File: config.mk
export PLATFORM = sky130hd
export DESIGN_NAME = base_vlat_sr_ev
export DESIGN_NICKNAME = d
export VERILOG_FILES = /design/src/rtl/base_vlat_sr_ev.sv
export SDC_FILE = /design/constraint.sdc
export NUM_CORES = 1
export LEC_CHECK = 0
export CORE_ASPECT_RATIO = 0.9
export CORE_MARGIN = 5
export CORE_UTILIZATION = 34
export DETAILED_ROUTE_END_ITERATION = 12
export HOLD_SLACK_MARGIN = 0.02
export PLACE_DENSITY = 0.8
export SLEW_MARGIN = 0
export SYNTH_ARGS = -nofsm -noshare
export SYNTH_HDL_FRONTEND = slang
export SYNTH_SLANG_ARGS = --single-unit
File: constraint.sdc
create_clock -name clk -period 1.39 [get_ports clk]
set_input_delay 0.2085 -clock clk [delete_from_list [all_inputs] [get_ports clk]]
set_output_delay 0.2085 -clock clk [all_outputs]
set_load 0.01 [all_outputs]
File: src/rtl/base_vlat_sr_ev.sv
// Sticky event/status register vector with hardware set/rst, software write and
// write-1-to-clear access, per-bit overrun flags, an overrun-cycle counter and a masked interrupt.
module base_vlat_sr_ev #(
    parameter int               width     = 8,
    parameter logic [0:width-1] rstv      = '0,
    parameter bit               set_pri   = 1'b1,
    parameter int               cnt_width = 4
) (
    input  logic                 clk,
    input  logic                 reset,
    input  logic [0:width-1]     set,
    input  logic [0:width-1]     rst,
    input  logic                 wr_en,
    input  logic [0:width-1]     wr_data,
    input  logic                 clr_en,
    input  logic [0:width-1]     clr_mask,
    input  logic                 cnt_clr,
    input  logic [0:width-1]     mask,
    output logic [0:width-1]     q,
    output logic [0:width-1]     ovr,
    output logic [cnt_width-1:0] ovr_cnt,
    output logic                 irq,
    output logic                 irq_pulse
);

    localparam logic [cnt_width-1:0] cnt_max = '1;

    logic [0:width-1]     hs;
    logic [0:width-1]     hr;
    logic [0:width-1]     ov_ev;
    logic [0:width-1]     q_sw;
    logic [0:width-1]     ovr_clr;
    logic [0:width-1]     q_next;
    logic [0:width-1]     ovr_next;
    logic [cnt_width-1:0] cnt_next;
    logic                 irq_d;

    // Software access resolves first; hs/hr are mutually exclusive and then override it bit by bit.
    always_comb begin
        hs       = set & (~rst | {width{set_pri}});
        hr       = rst & (~set | {width{~set_pri}});
        ov_ev    = hs & q;
        q_sw     = q;
        ovr_clr  = '0;
        cnt_next = ovr_cnt;

        if (wr_en) begin
            q_sw    = wr_data;
            ovr_clr = '1;
        end else if (clr_en) begin
            q_sw    = q & ~clr_mask;
            ovr_clr = clr_mask;
        end

        q_next   = (q_sw | hs) & ~hr;
        ovr_next = ov_ev | (ovr & ~ovr_clr);

        if (cnt_clr) begin
            cnt_next = '0;
        end else if ((|ov_ev) && (ovr_cnt != cnt_max)) begin
            cnt_next = ovr_cnt + cnt_width'(1);
        end
    end

    always_ff @(posedge clk) begin
        if (reset) begin
            q       <= rstv;
            ovr     <= '0;
            ovr_cnt <= '0;
            irq_d   <= 1'b0;
        end else begin
            q       <= q_next;
            ovr     <= ovr_next;
            ovr_cnt <= cnt_next;
            irq_d   <= irq;
        end
    end

    assign irq       = |(q & mask);
    assign irq_pulse = irq & ~irq_d & ~reset;

endmodule

==> reports/results.md <==
• outcome: finished with violations
• violated checks: setup timing
• final number of hold-violating endpoints: 0
• Max rail drop VDD: 0.505 mV
• sum of met2 wire segment lengths after detailed routing: 1700 um
• most frequently used flop master after synthesis: dfxtp_1
• Synth cell types: 23
• Final WS setup: -163 ps
• gr usage total: 0.174
• cts bufs inserted: 3
• worst min path class: register to register
• ys async rst share: 0
• routed vias/inst: 4.95
• Final GP Congestion: 0.761
• Period minus WS final: 1550 ps
• CTS Hold Bufs: 0
• routed metal-1 wire length: 1460 um
• drt pass-1 iters: 4
• total number of nets in the final design: 248
• share of total power in sequential cells: 0.478
• Yosys reg bits: 21
• Worst-path clk slew: 110 ps
• Post-Syn Nets: 164
• antenna-violating nets left: 0
• Max Clock Freq: 644 MHz
• unrepaired setup endpoints after global routing: true
• ratio of cells with drive above 1 in the final layout: 0.229
• fraction of the cycle the final worst path needs: 1.12
• Synth top area share: 0.441
• Post-Syn Instances: 118
• wire per inst: 14.5 um
• Horiz. Die Dim: 65.8 um
• count of flip-flops with a built-in enable after synthesis: 0
• worst-case clock skew: 10.5 ps
• per-instance average area after synthesis: 8.08 sq um
• area added between synthesis and finish: 96.2%
• initial core utilization: 0.350
• number of diodes: 0
• Net Switching: 370 uW
• number of antenna violations at the first check in global routing: 0
• post-route core utilization: 0.686
• slew at the pin with the worst max-slew slack: 260 ps
• cell internal power dissipation: 1.01 mW
• post-synth top area cell: dfxtp_1
• number of primary I/O pins: 67
• DIE HEIGHT: 60.2 um
• pin count of the biggest net entering global routing: 21
• Longest Clk Path Bufs: 2
• worst slew slack as a fraction of its limit: 0.826
• aggregate routed wire length: 3490 um
• vias in the first global route: 1223
• clock sinks: 21
• top post-synthesis cells by area: dfxtp_1, a21oi_1, nand2_1
• via count of the routed design: 1192
• leakage power total: 0.889 nW
• core footprint: 2730 sq um
• most common cell in the synthesized netlist: a21oi_1
• clock network power share: 0.210
• power share of the combinational group: 0.312
• Port Buf Inserts: 66
• required time at the endpoint of the critical path: 1180 ps
• kind of end point of the critical path: output pin
• Final Total Pwr: 1.38 mW
• wire length of the first global-routing pass: 5350 um
• global route total overflow: 0
• register area share after synthesis: 0.441
• net switching share of the total power: 0.269
• kind of critical path: register to output pin
• # H-tree levels: 1
• Ys Warns: 0
• top cells by instance count after synthesis: a21oi_1, dfxtp_1, nand2_1
• Clk Latency, worst-skew pair: 300 ps
• synthesized area: 953 sq um
• area of the die: 3960 sq um
• row count: 18
• Post-DP HPWL: 2790 um
• Setup Viol. Count Final: 2
• power per cell area: 737 nW/um^2
• category of the worst setup path launch point: register
• peak fanout along the critical path: 2
• initial drt markers: 43
• clock tree from TritonCTS: yes
• # Max-Cap Violations: 0
• setup TNS: -301 ps
• clock root buffer: clkbuf_4
• Residual DRC: 0
• Highest Signal Layer: met4
• number of max-slew violations in the final report: 0
• routed length on met3: 311 um
• arrival time at the worst endpoint: 1340 ps
==> sequential cells by signal (all words and copies together), names as in the netlist <==
| register | cells |
|---|---|
| irq_d | 1 |
| ovr_cnt | 4 |
| q | 8 |
| ovr | 8 |
==> power groups by stage <==
| stage | Sequential [mW] | Clock (mW) | Combinational [mW] |
|---|---|---|---|
| 6_report | 0.660 | 0.289 | 0.430 |
| 3_3_place_gp | 0.665 | 0 | 0.399 |
| 3_5_place_dp | 0.666 | 0 | 0.411 |
| 2_1_floorplan | 0.684 | 0 | 0.120 |
| 5_1_grt | 0.664 | 0.328 | 0.461 |
| 4_1_cts | 0.657 | 0.294 | 0.412 |
==> timing repair <==
action,4_1_cts,5_1_grt
buffers inserted,2,0
resized for setup,39,16
pin swaps,2,4
endpoints found under the setup margin,21,6
==> metrics by stage <==
step | setup WS, ps | hold slack, ps | instances | instance area [sq um]
after detailed placement | -622 | 450 | 235 | 1760
after global routing | -228 | 500 | 241 | 1870
after CTS | -202 | 465 | 241 | 1810
final | -163 | 471 | 241 | 1870
after global placement | -527 | 443 | 235 | 1760
after floorplan | 113 | 285 | 118 | 953
==> cell usage in the layout, fill, tap and decap left out, drive strengths merged <==
cell,count
or3,1
a2111oi,2
a21oi,24
a32oi,1
nor2,10
dlymetal6s2s,4
dfxtp,21
ha,1
inv,10
and4,3
nor3,1
a22oi,4
dlygate4sd2,18
buf,20
a21boi,1
clkbuf,4
mux2i,2
nand3,2
nand2,19
a22o,8
clkdlybuf4s50,42
a21o,2
o211a,1
==> area by class of cell <==
class	count	area, sq um
clock buffer	4	26.3
fill	227	855
inverter	10	37.5
multi-input combinational	82	543
sequential	21	430
tap	40	50.0
timing repair buffer	84	783
==> critical path, cell delays in order, from the launching register on <==
cell     delay [ps]
dfxtp_2         350
a22oi_2         180
and4_4          260
buf_6           100
nor3_4           30
buf_2           140
==> per-layer routing <==
layer  GRT usage  vias to the layer above
li1            -                      582
met1       0.200                      559
met2       0.301                       47
met3      0.0639                        4
met4      0.0503                        0
met5           0                        -
==> cell families after synthesis <==
| kind of cell | Yosys count | synth area share |
|---|---|---|
| AOI/OAI and AO/OA | 43 | 0.295 |
| adders and majority gates | 1 | 0.0131 |
| buffers and inverters | 15 | 0.0604 |
| DFF | 21 | 0.441 |
| muxes | 2 | 0.0210 |
| and+or+nand+nor | 36 | 0.169 |
==> worst paths after layout <==
check / from / endpoint / slack, ps / cells after the start
max: q[4] / irq_pulse / -160 / 5
min: ovr[0] / ovr[0] / 470 / 2
max reg2reg: q[1] / ovr_cnt[3] / 40 / 5
min reg2reg: ovr[0] / ovr[0] / 470 / 2
(Power assumes the default switching activity.)
